<file path="src/rtl/seq_write_a_pkg.sv">
// Shared NW definitions: default sizes, nucleotide codes and the loader FSM encoding.
// Both the sequence-A write path and the read-index logic import this package.
package seq_write_a_pkg;

    localparam int NW_N        = 128;
    localparam int NW_BIT_CHAR = 2;

    localparam logic [1:0] NUC_A = 2'd0;
    localparam logic [1:0] NUC_C = 2'd1;
    localparam logic [1:0] NUC_G = 2'd2;
    localparam logic [1:0] NUC_T = 2'd3;

    localparam logic [1:0] ST_IDLE = 2'd0;
    localparam logic [1:0] ST_LOAD = 2'd1;
    localparam logic [1:0] ST_DONE = 2'd2;

endpackage

</file>
<file path="src/rtl/seq_write_a.sv">
// Streams sequence A into RAM A at indices 1..len, leaving index 0 for the gap border.
// Handshake: a character transfers on a rising edge where in_valid && in_ready; in_ready depends on state only.
module seq_write_a
    import seq_write_a_pkg::*;
#(
    parameter int N       = NW_N,
    parameter int BitAddr = $clog2(N + 1),
    parameter int BitChar = NW_BIT_CHAR
) (
    input  logic               clk,
    input  logic               rst,
    input  logic               start,
    input  logic               in_valid,
    input  logic [BitChar-1:0] in_char,
    input  logic               in_last,
    output logic               in_ready,
    output logic               we,
    output logic [BitAddr:0]   addr_w,
    output logic [BitChar-1:0] data_w,
    output logic [BitAddr:0]   len,
    output logic               busy,
    output logic               done,
    output logic               overflow,
    output logic [1:0]         dbg_state
);

    localparam logic [BitAddr:0] N_IDX = (BitAddr + 1)'(N);
    localparam logic [BitAddr:0] ONE   = (BitAddr + 1)'(1);

    logic [1:0]         r_state;
    logic [BitAddr:0]   r_cnt;
    logic               r_we;
    logic [BitAddr:0]   r_addr;
    logic [BitChar-1:0] r_data;
    logic [BitAddr:0]   r_len;
    logic               r_done;
    logic               r_overflow;
    logic               w_load;
    logic               w_accept;

    assign w_load   = (r_state == ST_LOAD);
    assign w_accept = in_valid && w_load;

    always_ff @(posedge clk or posedge rst) begin
        if (rst) begin
            r_state    <= ST_IDLE;
            r_cnt      <= '0;
            r_we       <= 1'b0;
            r_addr     <= '0;
            r_data     <= '0;
            r_len      <= '0;
            r_done     <= 1'b0;
            r_overflow <= 1'b0;
        end else begin
            // Write port is zeroed whenever no character was taken last cycle.
            r_we   <= w_accept;
            r_addr <= w_accept ? r_cnt : '0;
            r_data <= w_accept ? in_char : '0;
            case (r_state)
                ST_IDLE, ST_DONE: begin
                    if (start) begin
                        r_state    <= ST_LOAD;
                        r_cnt      <= ONE;
                        r_len      <= '0;
                        r_done     <= 1'b0;
                        r_overflow <= 1'b0;
                    end
                end
                ST_LOAD: begin
                    if (w_accept) begin
                        if (in_last) begin
                            r_state <= ST_DONE;
                            r_len   <= r_cnt;
                            r_done  <= 1'b1;
                        end else if (r_cnt == N_IDX) begin
                            // Full without a terminator: stop here rather than wrap.
                            r_state    <= ST_DONE;
                            r_len      <= N_IDX;
                            r_done     <= 1'b1;
                            r_overflow <= 1'b1;
                        end else begin
                            r_cnt <= r_cnt + ONE;
                        end
                    end
                end
                default: r_state <= ST_IDLE;
            endcase
        end
    end

    assign in_ready  = w_load;
    assign we        = r_we;
    assign addr_w    = r_addr;
    assign data_w    = r_data;
    assign len       = r_len;
    assign busy      = w_load || r_we;
    assign done      = r_done;
    assign overflow  = r_overflow;
    assign dbg_state = r_state;

endmodule

</file>
<file path="config.mk">
export PLATFORM = sky130hd
export DESIGN_NAME = seq_write_a
export DESIGN_NICKNAME = d
export VERILOG_FILES = /design/src/rtl/seq_write_a_pkg.sv /design/src/rtl/seq_write_a.sv
export SDC_FILE = /design/constraint.sdc
export NUM_CORES = 1
export LEC_CHECK = 0
export CAP_MARGIN = 10
export CORE_MARGIN = 2
export CORE_UTILIZATION = 40
export DETAILED_ROUTE_END_ITERATION = 8
export HOLD_SLACK_MARGIN = 0.06
export PLACE_DENSITY = 0.68
export SLEW_MARGIN = 20
export SYNTH_ARGS = -nofsm -noshare
export SYNTH_HDL_FRONTEND = slang
export SYNTH_SLANG_ARGS = --single-unit
</file>
<file path="constraint.sdc">
create_clock -name clk -period 4.9 [get_ports clk]
set_clock_uncertainty 0.2 [all_clocks]
set_input_delay 1.225 -clock clk [delete_from_list [all_inputs] [get_ports clk]]
set_output_delay 1.225 -clock clk [all_outputs]
set_load 0.005 [all_outputs]
</file>
==> results.yml <==
grt:
  grt_pass1_wl_um: 5040
  antenna_found_initial: 0
  overflow: 0
  grt_max_degree: 19
  grt_pass1_vias: 1036
  grt_usage: 0.165
floorplanning:
  fp.dieH_um: 63.6
  rows: 21
  die_area_sq_mm: 0.00405
  core_sq_mm: 0.00336
  ios: 34
  die_x_um: 63.6
  floorplan.initialDensity: 0.423
synth:
  synthArstFlopShare: 1.00
  syn-num-nets: 127
  synth_cell_types: 37
  ys_ff_latch: 34
  ys_seq_area_frac: 0.599
  syn_inst: 118
  synth_warnings: 0
  synthFlopType: "dfrtp_1"
  syn-cell-area_sq_mm: 0.00142
  syn_area_per_cell_sq_um: 12.0
  synth_edf_count: 0
routing:
  antenna_left: 0
  drtPass1Iterations: 4
  drtIter0Drc: 38
  vias: 1023
  drcViolationCount: 0
  wl_um: 2820
  post_drt_wl_per_cell_um: 14.1
  viasPerCell: 5.12
power_and_ir_drop:
  p_per_area_mw_per_mm2: 443
  p_leak_nw: 0.872
  ir_worst_vdd_mv: 0.233
  totalPowerFinal_uw: 813
timing:
  setup_viol: 0
  maxSlewHeadroom: 0.566
  fmax_mhz: 303
  totalNegativeSetupSlack_ns: 0
  rsz0062_at_grt: "no"
  period_needed_ns: 3.30
  fin_crit_sh: 0.673
  hold_viol: 0
  tightest_slew_ns: 0.650
  drv_slew: 0
cells_and_area:
  fin_nets: 162
  antenna_cells: 0
  final_cell_area_sq_mm: 0.00184
  fin_cells: 200
  drive_gt1_frac: 0.0974
  area_delta_synth_final_pct: 29.1
clock_network:
  numCtsBuffers: 5
  cts_tree: "built"
  cts_max_path_buffers: 2
  path_clk_slew_ns: 0.09
  postCtsSetupRepairBufs: 0
  clock_sinks: 34
  hold_buffers: 0
  cts_max_level: 2
  cts.repair.resized: 0
  worstSkewPairLatency_ns: 0.33
  cts_root_buf: "clkbuf_4"
worst_setup_path:
  required_ns: 3.47
  worst_path_max_delay_cell: "clkdlybuf4s50_1"
  max_stage_delay_ns: 0.49
  cp_max_fo: 10
  cp_top_family: "simple AND/OR/NAND/NOR gates"
  crit_type: "reg -> out"
  reg2reg_from: "r_cnt[0]"
  start_kind: "flip-flop"
  endpoint_kind: "output port"
  worstPathCellList: "and2b_1 -> or2_2 -> clkdlybuf4s50_1"
  ff2ff_setup_slack_ns: 2.72
  cp_data_arrival_time_ns: 1.87
  cp.buffers_inverters: 1
  cp-startpoint: "dbg_state[1]"
placed_design:
  postPlaceCellArea_sq_mm: 0.00178
  io_buffer_count: 33
  placed_cells: 192
  hpwlAfterDp_um: 2000
  gp_congestion: 0.831
hold_path:
  holdCritPathClass: "reg -> reg"
  worstHoldStart: "done"
run:
  cap_violations: 0
status:
  status: "finished clean"
## synth_stat cells (2+ instances only)
cell type / count / area, sq um
and2_1: 9 / 56.3
buf_2: 3 / 15.0
mux2i_1: 2 / 20.0
nor4b_2: 2 / 30.0
dfrtp_1: 34 / 851
a22o_1: 10 / 87.6
nor2_1: 5 / 18.8
ha_1: 2 / 25.0
nand3_1: 2 / 10.0
a21oi_1: 5 / 25.0
buf_6: 2 / 22.5
inv_1: 5 / 18.8
a31oi_1: 4 / 25.0
and3_1: 2 / 12.5
nand2b_1: 4 / 25.0
nand2_1: 6 / 22.5
## cells by family (layout without fill, tap and decap cells)
kind of cell / Yosys count / after routing / share of synthesized area
fa+ha+maj: 2 / 2 / 0.0176
mux: 2 / 2 / 0.0141
compound gates: 28 / 28 / 0.143
buf+inv: 12 / 48 / 0.0449
flops: 34 / 34 / 0.599
simple gates: 40 / 40 / 0.181
## per-layer routing
metal / global-route usage / part of all wire / vias to the layer above
met1: 0.208 / 0.47 / 490
met5: 0 / 0 / -
met2: 0.261 / 0.45 / 43
met4: 0.0815 / 0.013 / 0
met3: 0.0464 / 0.075 / 5
li1: - / - / 485
## layout by cell type, fill, tap and decap left out, drive strengths merged, types with 2 or more instances in the layout
cell type,netlist,final
a21oi,5,5
a22o,10,10
a31oi,4,4
and2,9,9
and3,2,2
clkbuf,1,7
clkdlybuf4s50,0,33
dfrtp,34,34
ha,2,2
inv,6,6
mux2i,2,2
nand2,7,7
nand2b,4,4
nand3,2,2
nor2,5,5
nor4b,2,2
o21ai,2,2
or2,2,2
## report_power, final
part,total (mW),internal (mW),switching [mW]
clock network,0.158,0.0695,0.0885
registers,0.379,0.331,0.0474
logic,0.276,0.147,0.130
total,0.813,0.547,0.266
## state kept, by name (all words and copies together) (netlist names)
signal / count
addr_w: 9
r_cnt: 9
dbg_state: 2
we: 1
overflow: 1
data_w: 2
len: 9
done: 1
## cell type report
| cell class | count | area [sq um] |
|---|---|---|
| multi-input combinational | 72 | 507 |
| inverter | 6 | 22.5 |
| sequential | 34 | 851 |
| tap | 46 | 57.6 |
| clock buffer | 7 | 55.1 |
| clock inverter | 1 | 5.00 |
| fill | 324 | 1530 |
| timing repair buffer | 34 | 338 |
## stage by stage
| stage | setup slack [ns] | hold slack [ns] | utilization |
|---|---|---|---|
| 2_1_floorplan | 2.37 | 0.265 | - |
| 3_3_place_gp | 1.82 | 0.285 | 0.528 |
| 3_5_place_dp | 1.77 | 0.283 | 0.528 |
| 4_1_cts | 1.60 | 0.311 | 0.546 |
| 5_1_grt | 1.50 | 0.327 | 0.546 |
| 6_report | 1.60 | 0.304 | 0.546 |
## worst reg2reg max path: stages (launching register included)
cell	delay, ns
dfrtp_1	0.44
inv_1	0.10
ha_1	0.17
nor4b_2	0.32
a21oi_1	0.17
a22o_1	0.38
a22o_1	0.29
## path summary, 6_finish.rpt
| kind | to | cells after the start |
|---|---|---|
| worst max-delay path | busy | 3 |
| worst min-delay path | done | 1 |
| worst max register to register | len[7] | 6 |
| worst min register to register | done | 1 |
| max in group asynchronous | dbg_state[1] | 3 |
| min in group asynchronous | len[5] | 2 |
Note: power is estimated with default switching activity, not from simulation.
